<file path="src/rtl/oven_pkg.sv">
// Shared definitions for the oven controller, timer and display.
// The state encoding is fixed because other blocks decode it directly.
package oven_pkg;

    localparam int REM_W            = 10;
    localparam int DEFAULT_MAX_SECS = 999;

    typedef enum logic [1:0] {
        ST_IDLE  = 2'd0,
        ST_PAUSE = 2'd1,
        ST_COOK  = 2'd2,
        ST_DONE  = 2'd3
    } oven_state_e;

    // Sums are formed one bit wider so an overflow cannot wrap before the clamp.
    function automatic logic [REM_W-1:0] clamp_secs(input logic [REM_W:0]   v,
                                                    input logic [REM_W-1:0] max_secs);
        return (v > {1'b0, max_secs}) ? max_secs : v[REM_W-1:0];
    endfunction

endpackage

</file>
<file path="src/rtl/oven_tick_gen.sv">
// One-second prescaler: counts while enabled, holds otherwise, clear wins over enable.
module oven_tick_gen #(
    parameter int CLKS_PER_SEC = 50000000
) (
    input  logic clk,
    input  logic rst,
    input  logic en,
    input  logic clr,
    output logic tick
);

    localparam int              CNT_W = (CLKS_PER_SEC > 1) ? $clog2(CLKS_PER_SEC) : 1;
    localparam logic [CNT_W-1:0] LAST = CNT_W'(CLKS_PER_SEC - 1);

    logic [CNT_W-1:0] cnt_q;
    logic [CNT_W-1:0] cnt_d;

    always_comb begin
        cnt_d = cnt_q;
        if (clr) begin
            cnt_d = '0;
        end else if (en) begin
            cnt_d = (cnt_q == LAST) ? '0 : cnt_q + 1'b1;
        end
    end

    always_ff @(posedge clk) begin
        if (rst) begin
            cnt_q <= '0;
        end else begin
            cnt_q <= cnt_d;
        end
    end

    // Decoded purely from registered count and registered enable.
    assign tick = en && (cnt_q == LAST);

endmodule

</file>
<file path="src/rtl/oven_controller.sv">
// Oven sequencer: cook-time setpoint, per-second countdown, heater and completion beep.
// Handshake-free: all commands are single-cycle pulses, door_open is a level.
module oven_controller
    import oven_pkg::*;
#(
    parameter int CLKS_PER_SEC = 50000000,
    parameter int MAX_SECS     = DEFAULT_MAX_SECS,
    parameter int BEEP_SECS    = 3,
    parameter int ADD_SECS     = 30
) (
    input  logic             clk,
    input  logic             rst,
    input  logic [REM_W-1:0] time_set,
    input  logic             time_load,
    input  logic             btn_start,
    input  logic             btn_stop,
    input  logic             btn_add,
    input  logic             door_open,
    output logic [1:0]       state,
    output logic [REM_W-1:0] remaining,
    output logic             heater_on,
    output logic             done_beep,
    output logic             tick
);

    localparam int               BEEP_W = (BEEP_SECS > 0) ? $clog2(BEEP_SECS + 1) : 1;
    localparam logic [BEEP_W-1:0] BEEP_V = BEEP_W'(BEEP_SECS);
    localparam logic [REM_W-1:0]  MAX_V  = REM_W'(MAX_SECS);
    localparam logic [REM_W:0]    ADD_V  = (REM_W + 1)'(ADD_SECS);

    oven_state_e       state_q, state_d;
    logic [REM_W-1:0]  rem_q, rem_d;
    logic [BEEP_W-1:0] beep_cnt_q, beep_cnt_d;
    logic              beep_q, beep_d;
    logic              heater_q;
    logic              door_q;
    logic              presc_en;
    logic              presc_clr;
    logic              sec_tick;
    logic [REM_W-1:0]  added_secs;
    logic [REM_W-1:0]  loaded_secs;
    logic              door_rise;

    assign presc_en    = (state_q == ST_COOK) || (state_q == ST_DONE);
    assign added_secs  = clamp_secs({1'b0, rem_q} + ADD_V, MAX_V);
    assign loaded_secs = clamp_secs({1'b0, time_set}, MAX_V);
    assign door_rise   = door_open && !door_q;

    oven_tick_gen #(
        .CLKS_PER_SEC(CLKS_PER_SEC)
    ) u_tick_gen (
        .clk (clk),
        .rst (rst),
        .en  (presc_en),
        .clr (presc_clr),
        .tick(sec_tick)
    );

    // Each branch is an if/else-if chain in event priority order.
    always_comb begin
        state_d    = state_q;
        rem_d      = rem_q;
        beep_cnt_d = beep_cnt_q;
        beep_d     = beep_q;
        presc_clr  = 1'b0;
        case (state_q)
            ST_IDLE: begin
                if (btn_stop) begin
                    rem_d = '0;
                end else if (btn_start && (rem_q != '0) && !door_open) begin
                    state_d   = ST_COOK;
                    presc_clr = 1'b1;
                end else if (btn_add) begin
                    rem_d = added_secs;
                end else if (time_load) begin
                    rem_d = loaded_secs;
                end
            end
            ST_COOK: begin
                if (btn_stop || door_open) begin
                    state_d = ST_PAUSE;
                end else if (sec_tick) begin
                    if (rem_q <= REM_W'(1)) begin
                        rem_d      = '0;
                        state_d    = ST_DONE;
                        presc_clr  = 1'b1;
                        beep_cnt_d = BEEP_V;
                        beep_d     = (BEEP_SECS != 0);
                    end else begin
                        rem_d = rem_q - 1'b1;
                    end
                end else if (btn_add) begin
                    rem_d = added_secs;
                end
            end
            ST_PAUSE: begin
                if (btn_stop) begin
                    state_d = ST_IDLE;
                    rem_d   = '0;
                end else if (btn_start && !door_open) begin
                    state_d = ST_COOK;
                end else if (btn_add) begin
                    rem_d = added_secs;
                end
            end
            ST_DONE: begin
                if (btn_stop || door_rise) begin
                    state_d    = ST_IDLE;
                    beep_cnt_d = '0;
                    beep_d     = 1'b0;
                end else if (sec_tick && (beep_cnt_q != '0)) begin
                    beep_cnt_d = beep_cnt_q - 1'b1;
                    beep_d     = (beep_cnt_q != BEEP_W'(1));
                end
            end
            default: begin
                state_d = ST_IDLE;
            end
        endcase
    end

    always_ff @(posedge clk) begin
        if (rst) begin
            state_q    <= ST_IDLE;
            rem_q      <= '0;
            beep_cnt_q <= '0;
            beep_q     <= 1'b0;
            heater_q   <= 1'b0;
            door_q     <= 1'b0;
        end else begin
            state_q    <= state_d;
            rem_q      <= rem_d;
            beep_cnt_q <= beep_cnt_d;
            beep_q     <= beep_d;
            heater_q   <= (state_d == ST_COOK);
            door_q     <= door_open;
        end
    end

    assign state     = state_q;
    assign remaining = rem_q;
    assign heater_on = heater_q;
    assign done_beep = beep_q;
    assign tick      = sec_tick;

endmodule

</file>
<file path="config.mk">
export PLATFORM = sky130hd
export DESIGN_NAME = oven_controller
export DESIGN_NICKNAME = d
export VERILOG_FILES = /design/src/rtl/oven_pkg.sv /design/src/rtl/oven_tick_gen.sv /design/src/rtl/oven_controller.sv
export SDC_FILE = /design/constraint.sdc
export NUM_CORES = 1
export LEC_CHECK = 0
export ABC_AREA = 1
export CAP_MARGIN = 20
export CORE_MARGIN = 8
export CORE_UTILIZATION = 25
export DETAILED_ROUTE_END_ITERATION = 6
export GPL_TIMING_DRIVEN = 0
export PLACE_DENSITY = 0.43
export SYNTH_ARGS = -nofsm -noshare
export SYNTH_HDL_FRONTEND = slang
export SYNTH_HIERARCHICAL = 1
export SYNTH_SLANG_ARGS = --single-unit
</file>
<file path="constraint.sdc">
create_clock -name clk -period 3 [get_ports clk]
set_clock_uncertainty 0.15 [all_clocks]
set_input_delay 0.6 -clock clk [delete_from_list [all_inputs] [get_ports clk]]
set_output_delay 0.6 -clock clk [all_outputs]
set_load 0.1 [all_outputs]
</file>
Word-level counts from Yosys, hierarchy flattened
Index checks and enable logic that the tools add are counted.
{"block": "word_totals", "regBits": 43, "inputBits": 17, "wordCells": 87}
{"block": "op_classes", "addsub": 4, "n_lt_le_gt_ge": 3, "eq_ne": 13, "mux": 41, "reduce_logical": 19}
{"cell": "10-bit two-way mux", "count": 12}
{"cell": "10-bit one-hot mux with 3 select lines", "count": 1}
{"cell": "26-bit by 1-bit adder with 26-bit output (second input constant)", "count": 1}
{"cell": "26-bit equality test (second input constant)", "count": 1}
{"cell": "2-bit two-way mux", "count": 13}
{"cell": "26-bit two-way mux", "count": 1}
{"cell": "10-bit by 5-bit adder with 11-bit output (second input constant)", "count": 1}
{"cell": "11-bit by 10-bit > comparator with 1-bit output (second input constant)", "count": 1}
{"cell": "10-bit > comparator (second input constant)", "count": 1}
{"cell": "10-bit by 1-bit less-or-equal comparator with 1-bit output (second input constant)", "count": 1}
{"cell": "1-bit two-way mux", "count": 10}
{"cell": "5-bit AND reduction", "count": 2}
{"cell": "10-bit nonzero test", "count": 1}
{"cell": "10-bit by 1-bit subtractor with 10-bit output (second input constant)", "count": 1}
{"cell": "2-bit one-hot mux with 4 select lines", "count": 1}
{"cell": "2-bit equality test (second input constant)", "count": 3}
{"cell": "1-bit logical AND", "count": 6}
{"cell": "3-bit inequality test (second input constant)", "count": 2}
{"cell": "2-bit by 1-bit inequality test with 1-bit output (second input constant)", "count": 2}
{"cell": "2-bit inequality test (second input constant)", "count": 2}
{"cell": "4-bit inequality test (second input constant)", "count": 1}
{"cell": "1-bit one-hot mux with 2 select lines", "count": 2}
{"cell": "2-bit one-hot mux with 2 select lines", "count": 1}
{"cell": "2-bit nonzero test", "count": 2}
{"cell": "8 further kinds", "count": 11}

Logic depth before layout (Yosys ltp)
Gate-level depths: netlist of the first run.
{"block": "logic_depth", "depth_word": 7, "mapped_depth": 18}

By module
Netlist of the first run, hierarchy kept.
{"module": "oven_controller", "instances": 1, "cells_per_inst": 300, "area_each_um2": 1841.8}
{"module": "oven_tick_gen", "instances": 1, "cells_per_inst": 239, "area_each_um2": 1564.0}

Least setup slack after synthesis of the first run
No wires, ideal clock.
{"block": "synth_path", "path_type": "register to register", "start": "register state_q[1], in the netlist state[1]", "end": "register u_tick_gen.cnt_q[19]", "arrival_time_ns": 3.812, "required_time_ns": 2.737, "slack_ns": -1.075, "path_stages_with_launch": 18, "n_path_buf": 1, "synth_period_minus_slack_ns": 4.075, "cell_sequence": "dfxtp_1 -> ha_1 -> nor2_1 -> inv_1 -> nand2_1 -> nor2_1 -> nand3_1 -> nor2_2 -> clkbuf_1 -> nand3_2 -> inv_2 -> nand3_1 -> nand2_1 -> nor2_1 -> inv_1 -> nor2_2 -> nand2_1 -> nor2_1"}
{"block": "synth_via", "elab_chain_len": 7, "elab_cells_between_ends": 9, "cone_classes": "eq/ne (2); mux (3); reduce/logical (4)"}
{"element": "from (decl)", "line_no": "oven_controller.sv:31", "rtl": "oven_state_e state_q, state_d;"}
{"element": "from (signal assigned)", "line_no": "oven_controller.sv:131", "rtl": "state_q <= state_d;"}
{"element": "2-bit equality test", "line_no": "oven_controller.sv:44", "rtl": "assign presc_en = (state_q == ST_COOK) || (state_q == ST_DONE);"}
{"element": "1-bit logical OR (*)", "line_no": "oven_controller.sv:44"}
{"element": "named net presc_en", "line_no": "oven_controller.sv:37", "rtl": "logic presc_en;"}
{"element": "1-bit logical AND (*)", "line_no": "oven_tick_gen.sv:36", "rtl": "assign tick = en && (cnt_q == LAST);"}
{"element": "named net tick", "line_no": "oven_controller.sv:23", "rtl": "output logic tick"}
{"element": "1-bit two-way mux (*)", "line_no": "oven_controller.sv:82", "rtl": "end else if (sec_tick) begin"}
{"element": "1-bit two-way mux (*)", "line_no": "oven_controller.sv:80", "rtl": "if (btn_stop || door_open) begin"}
{"element": "1-bit one-hot mux with 2 select lines (*)", "line_no": "oven_controller.sv:66", "rtl": "case (state_q)"}
{"element": "named net presc_clr", "line_no": "oven_controller.sv:38", "rtl": "logic presc_clr;"}
{"element": "2-bit OR reduction (no line) (*)"}
{"element": "to (signal assigned)", "line_no": "oven_tick_gen.sv:31", "rtl": "cnt_q <= cnt_d;"}
{"element": "to (decl)", "line_no": "oven_tick_gen.sv:15", "rtl": "logic [CNT_W-1:0] cnt_q;"}
Mark *: on every way through the listed nets, which the timed path passes. The rest lies on a longest branch.
A chain may end at the register's enable or synchronous reset.

Worst setup path in the final report of the first run
{"block": "layout_path", "start": "register state_q[0], in the netlist state[0]", "end": "output port tick"}
{"block": "layout_via", "elab_chain_len": 3, "elab_cells_between_ends": 4, "cone_classes": "eq/ne (2); reduce/logical (2)"}
{"element": "2-bit equality test", "line_no": "oven_controller.sv:44"}
{"element": "1-bit logical OR (*)", "line_no": "oven_controller.sv:44"}
{"element": "named net presc_en", "line_no": "oven_controller.sv:37"}
{"element": "1-bit logical AND (*)", "line_no": "oven_tick_gen.sv:36"}
{"element": "to (decl)", "line_no": "oven_controller.sv:23"}
Marks and branches as above.

==> results of run 1 <==
cell usage in the layout (no fill, tap or decap), drive strengths merged:
| master | n |
|---|---|
| o2111ai | 1 |
| inv | 66 |
| nand3 | 38 |
| and3 | 1 |
| o31ai | 1 |
| nor3b | 1 |
| o211ai | 3 |
| nand2 | 145 |
| clkbuf | 7 |
| nor2 | 108 |
| buf | 8 |
| xor2 | 11 |
| clkdlybuf4s50 | 29 |
| xnor2 | 7 |
| dfxtp | 43 |
| nand4 | 7 |
| a31oi | 2 |
| bufinv | 1 |
| o22ai | 1 |
| and2 | 1 |
| clkinv | 4 |
| mux2i | 1 |
| o21ai | 37 |
| nor4 | 1 |
| nor3 | 9 |
| a21oi | 32 |
| ha | 12 |
area by class of cell:
type                    count  area [sq um]  share of cell area (%)
plain buffers               9         82.58                   1.988
flip-flops and latches     43         868.3                   20.90
repair buffers             30         295.3                   7.108
clock inverters             3         47.55                   1.145
clock buffers               5         125.1                   3.012
multi-input cells         419          2245                   54.04
inverters                  68         270.3                   6.506
well taps                 176         220.2                   5.301
worst max-delay path by stage:
| stage | from | to | slack [ns] |
|---|---|---|---|
| floorplan | state[1] | u_tick_gen/cnt_q[19] | 0.02 |
| global placement | state[0] | tick | -0.17 |
| detailed placement | state[0] | tick | -0.16 |
| CTS | state[0] | u_tick_gen/cnt_q[23] | 0.05 |
| global route | state[0] | u_tick_gen/cnt_q[15] | 0.006 |
| finish | state[0] | tick | 0.21 |
logic make-up after synthesis:
group                      Yosys count  share of synthesized area (%)
buffers and inverters               77                          10.07
xor gates and xnor gates            18                          4.629
adders and majority gates           12                          4.408
AOI/OAI and AO/OA                   77                          12.38
and+or+nand+nor                    311                          42.95
muxes                                1                         0.2939
DFF                                 43                          25.28
critical path, stage by stage (launching register included):
cell	delay, ns
dfxtp_4	0.37
inv_2	0.11
ha_4	0.15
nor2_1	0.06
inv_1	0.07
nand2_1	0.05
nor2_1	0.13
nand3_2	0.15
nor2_4	0.18
buf_2	0.46
metal layers:
| metal | track usage, % | wire, um |
|---|---|---|
| met2 | 20.59 | 4897 |
| met5 | 0 | 0 |
| met4 | 4.921 | 229 |
| met3 | 2.422 | 331 |
| met1 | 13.84 | 4678 |
state kept, by name, summed over array words and instances, names as in the netlist:
register          cells
done_beep             1
heater_on             1
u_tick_gen/cnt_q     26
state                 2
door_q                1
remaining            10
beep_cnt_q            2
power by group through the flow:
| stage | clock network (mW) | logic (mW) | registers, mW |
|---|---|---|---|
| after floorplan | 0 | 1.40 | 1.45 |
| after global placement | 0 | 2.61 | 0.843 |
| after detailed placement | 0 | 2.62 | 0.846 |
| after CTS | 0.710 | 2.62 | 0.833 |
| after global routing | 0.731 | 2.85 | 0.853 |
| final | 0.680 | 2.62 | 0.832 |
repair_timing:
item | CTS | global route
buffers inserted | 0 | 0
setup endpoints to repair | 1 | 6
resized for setup | 3 | 4
==> summary.md, run 1 <==
| Metric | Value |
|---|---|
| Fraction of layout cells with a size suffix above 1 | 14.90% |
| Most area-consuming cells after synthesis | dfxtp_1 25%, nand2_1 15%, nor2_1 9.5% |
| VDD IR max | roughly 260 uV |
| Site row count | 42 |
| NetSw | 2.269 mW |
| Worst Setup End Kind | output port |
| Num CTS Buffers | 5 |
| Minimum clock period | 2.789 ns |
| Worst slew margin | 33.59% |
| Placer Congestion | between 0.8 and 0.9 |
| Non-Filler Instances | 753 |
| Largest net degree at the start of global routing | 16 |
| Crit path max fanout | 5 |
| Sequential area share after synthesis | 25.28% |
| CTS Hold Bufs | 0 |
| Reg clk slew, reported paths | roughly 0.070 ns |
| Placed insts | roughly 750 |
| RSZ-0062 raised after global routing | false |
| Boundary Pins | 32 |
| Critical R2R Capture | u_tick_gen/cnt_q[23] |
| Critical path required time | 2.25 ns |
| Final setup vio count | 0 |
| DRC marker count from the first detailed-route iteration | 189 |
| Leak | approximately 1.6 nW |
| Switch share | between 50% and 60% |
| Register-to-register setup slack | 0.28 ns |
| Share of the synthesized area in the top cell type | approximately a quarter |
| Vias after detailed routing | around 3400 |
| Layout area overhead | 21.97% |
| Synth Flop Type | dfxtp_1 |
| Clock buffer depth | 2 |
| DRC viols | 0 |
| CTS tree | done |
| Sequential share of power | ~20% |
| Most frequent cell after synthesis | nand2_1 |
| ANT nets after route | 0 |
| Area of the core | 0.01330 sq mm |
| PwrDens | ~990 mW/mm^2 |
| Async SR Flop Fraction | 0% |
| Mapped Area | 0.003406 sq mm |
| Hold Crit Start | done_beep |
| Die Span X | 132.7 um |
| Post-route setup TNS | 0 ns |
| DP Area | 0.003979 sq mm |
| Clock power frac | 16.5% |
| WHS | between 0.3 and 0.4 ns |
| Worst reg2reg path depth | 18 |
| Num Clock Sinks | 43 |
| Fillers | 1482 |
| Die area | 0.01761 sq mm |
| I/O Buffers | 30 |
| GR Overflow Total | 0 |
| Dpl ws | -0.1558 ns |
| Status | complete, no violations |
| Final Slew Violations | 0 |
| Synth cell types | 44 |
| Hold Path End | done_beep |
| Avg Synthesized Cell Area | between 6 and 7 sq um |
| Ant diodes | 0 |
| Crit share post-route | about 93% |
| CTS root buffer | clkbuf_16 |
| Initial Util | around a quarter |
| Final Util | 31.24% |
| CP Class | register to output port |
| Final hold viol count | 0 |
| Largest area contributor in the netlist | dfxtp_1 |
| Number of flops mapped to enable cells by yosys | 0 |
| Wirelength per Cell | 13.46 um |
| Post-DP HPWL | 8.025 mm |
| Syn. warnings | 6 |
| Vias/cell | 4.465 |
| Fin nets | 605 |
| Syn nets | 568 |
| Cell count after synthesis | 539 |
| FF+latch count, synth | 43 |
| Cell internal pwr | 1.859 mW |
| Logic pwr share | 63.4% |
| Vias in the first global route | 3263 |
| Maxcap violations | 0 |
| Hold depth | 2 |
| Worst slew pin tran | 0.9931 ns |
| Type of origin of the critical path | register |
| First-pass GRT wire length | 16.77 mm |
| Final worst slack | between 0.2 and 0.25 ns |
| Worst-Skew Late Latency | ~0.31 ns |
| Max H-tree Level | 2 |
| Drt pass-1 iters | 4 |
| Total GRT Usage | a little under an eighth |
| Initial antenna violation count | 0 |
| Critical Path AT | 2.04 ns |
| Die span in y | 132.7 um |
| Top post-synthesis cells by count | 134 x nand2_1, 86 x nor2_1, 51 x inv_1, 43 x dfxtp_1, 31 x nand3_1 |
| Fmax | around 360 MHz |
| WL final | between 10 and 15 mm |
| Worst min path class | register to register |
| Design area | 0.004154 sq mm |
| R2r startpoint | state[0] |
| Tot Pwr | ~4.1 mW |
(Power assumes the default switching activity.)
==> inputs of run 2 (changes only) <==
--- a/config.mk
+++ b/config.mk
@@ -12,6 +12,7 @@
 export DETAILED_ROUTE_END_ITERATION = 6
 export GPL_TIMING_DRIVEN = 0
 export PLACE_DENSITY = 0.43
+export SKIP_LAST_GASP = 1
 export SYNTH_ARGS = -nofsm -noshare
 export SYNTH_HDL_FRONTEND = slang
 export SYNTH_HIERARCHICAL = 1
==> run 2 against run 1 <==
Clock power about the same; largest power group unchanged; total power about the same; sequential cell count unchanged; hold slack about the same; critical path type is now register to register.
==> summary.md, run 2 (same netlist as run 1, synthesis figures left out) <==
| Metric | Value |
|---|---|
| Status | complete, no violations |
| Largest net degree at the start of global routing | 16 (unchanged) |
| Reg clk slew, reported paths | 0.07 ns (about the same) |
| Post-DP HPWL | 8.025 mm (unchanged) |
| Worst-Skew Late Latency | 0.31 ns (about the same) |
| Clock buffer depth | 2 (unchanged) |
| Critical path required time | 3.09 ns (+0.84 ns) |
| Final worst slack | 0.2115 ns (+0.0001110 ns) |
| Hold Crit Start | done_beep |
| Critical Path AT | 2.88 ns (+0.84 ns) |
| Drt pass-1 iters | 4 (unchanged) |
| Placer Congestion | 0.8570 (unchanged) |
| Vias in the first global route | 3263 (unchanged) |
| Maxcap violations | 0 (unchanged) |
| CTS tree | done |
| Vias/cell | 4.463 (about the same) |
| Total GRT Usage | 11.84% (unchanged) |
| CTS root buffer | clkbuf_16 |
| Final hold viol count | 0 (unchanged) |
| ANT nets after route | 0 (unchanged) |
| Fillers | 1483 (+0.067%) |
| Most common library cell in the layout ignoring fill and taps | nand2_1 |
| Minimum clock period | 2.788 ns (-0.0001110 ns) |
| Num CTS Buffers | 5 (unchanged) |
| Max reg flops | 26 (unchanged) |
| Critical R2R Capture | u_tick_gen/cnt_q[23] |
| Biggest register | u_tick_gen/cnt_q |
| Die span in y | 132.7 um (unchanged) |
| Design area | 0.004149 sq mm (-0.12%) |
| DRC marker count from the first detailed-route iteration | 186 (-1.6%) |
| Worst reg2reg path depth | 18 (unchanged) |
| Crit share post-route | 92.95% (about the same) |
| CP Class | register to register |
| Worst slew margin | 33.59% (unchanged) |
| CP Capture Point | u_tick_gen/cnt_q[23] |
| Die Span X | 132.7 um (unchanged) |
| Non-Filler Instances | 753 (unchanged) |
| RSZ-0062 raised after global routing | true |
| Placed insts | 745 (unchanged) |
| First-pass GRT wire length | 16.77 mm (unchanged) |
| Initial Util | 25.62% (unchanged) |
| Final Slew Violations | 0 (unchanged) |
| Fmax | 358.6 MHz (about the same) |
| Ant diodes | 0 (unchanged) |
| Initial antenna violation count | 0 (unchanged) |
| Register area | 868.3 sq um (unchanged) |
| Dpl ws | -0.1558 ns (unchanged) |
| Num Clock Sinks | 43 (unchanged) |
| WL final | 10.15 mm (about the same) |
| Final setup vio count | 0 (unchanged) |
| Boundary Pins | 32 (unchanged) |
| Worst min path class | register to register |
| Wirelength per Cell | 13.47 um (about the same) |
| Multi-input logic area | 0.002240 sq mm (-0.22%) |
| Crit path max fanout | 9 (+4) |
| GR Overflow Total | 0 (unchanged) |
| Hold depth | 2 (unchanged) |
| Die area | 0.01761 sq mm (unchanged) |
| Crit path launch | state[0] |
| R2r startpoint | state[0] |
| I/O Buffers | 30 (unchanged) |
| Type of origin of the critical path | register |
| Worst slew pin tran | 0.9931 ns (unchanged) |
| VDD IR max | 260.9 uV (about the same) |
| Max H-tree Level | 2 (unchanged) |
| DRC viols | 0 (unchanged) |
| Fraction of layout cells with a size suffix above 1 | 14.90% (unchanged) |
| Area of the core | 0.01330 sq mm (unchanged) |
| PwrDens | 994.6 mW/mm^2 (about the same) |
| Site row count | 42 (unchanged) |
| WHS | 0.3347 ns (+0.00003900 ns) |
| DP Area | 0.003979 sq mm (unchanged) |
| Worst Setup End Kind | register |
| Post-route setup TNS | 0 ns (unchanged) |
| Layout area overhead | 21.82% |
| Fin nets | 605 (unchanged) |
| Most frequent cells in the layout | 134 x nand2_1, 85 x nor2_1, 50 x inv_1 |
| Vias after detailed routing | 3361 (-0.030%) |
| Register-to-register setup slack | 0.21 ns (-0.07 ns) |
| Leak | 1.618 nW (about the same) |
==> run 2: cell counts in the layout (fill, tap and decap cells not counted) <==
No cell type changed its count.
==> run 2: stage by stage <==
stage | utilization (%) | power, mW
3_5_place_dp | 29.93 | 3.461
3_3_place_gp | 29.93 | 3.457
5_1_grt | 31.21 | 4.437
4_1_cts | 31.23 | 4.164
2_1_floorplan | - | 2.849
6_report | 31.21 | 4.127
==> run 2: routing by layer <==
layer / part of all wire (%) / GRT usage (%) / wire length, um
met5: 0 / 0 / 0
met4: 2.3 / 4.921 / 229
met3: 3.3 / 2.422 / 332
met2: 48 / 20.59 / 4898
met1: 46 / 13.84 / 4686
==> run 2: report_power, final <==
group	leakage [nW]	internal [mW]	switching (mW)
combinational	1.18	0.770	1.84
clock	0.0844	0.399	0.282
sequential	0.351	0.690	0.142
total	1.62	1.86	2.27
==> run 2: critical path: stages (launching register included) <==
cell and delay (ns):
dfxtp_4 0.39, inv_2 0.07, ha_4 0.17, nor2_1 0.18
inv_1 0.08, nand2_1 0.06, nor2_1 0.05, nand3_2 0.12
nor2_4 0.06, clkbuf_8 0.16, nand3_2 0.10, inv_2 0.06
nand3_1 0.09, nand2_1 0.08, nor2_2 0.22, inv_1 0.20
nor2_2 0.29, nand2_1 0.09, nor2_1 0.09
==> run 2: cell type report <==
| type | count | share of cell area (%) |
|---|---|---|
| Inverter | 68 | 6.514 |
| Clock buffer | 5 | 3.016 |
| Timing Repair Buffer | 30 | 7.117 |
| Clock inverter | 3 | 1.146 |
| Buffer | 9 | 1.990 |
| Multi-Input combinational cell | 419 | 53.98 |
| Sequential cell | 43 | 20.93 |
| Tap cell | 176 | 5.308 |
==> run 2: what timing repair did <==
action                     4_1_cts  5_1_grt
setup buffers                    0        0
resized for setup                3        3
cloned                           0        0
setup endpoints to repair        1        6
hold buffers                     0        0
==> run 2: worst min path at each step <==
stage / end / slack, ns
detailed placement: done_beep / 0.33
CTS: done_beep / 0.34
floorplan: u_tick_gen/cnt_q[6] / 0.31
global route: done_beep / 0.37
global placement: done_beep / 0.32
finish: done_beep / 0.33
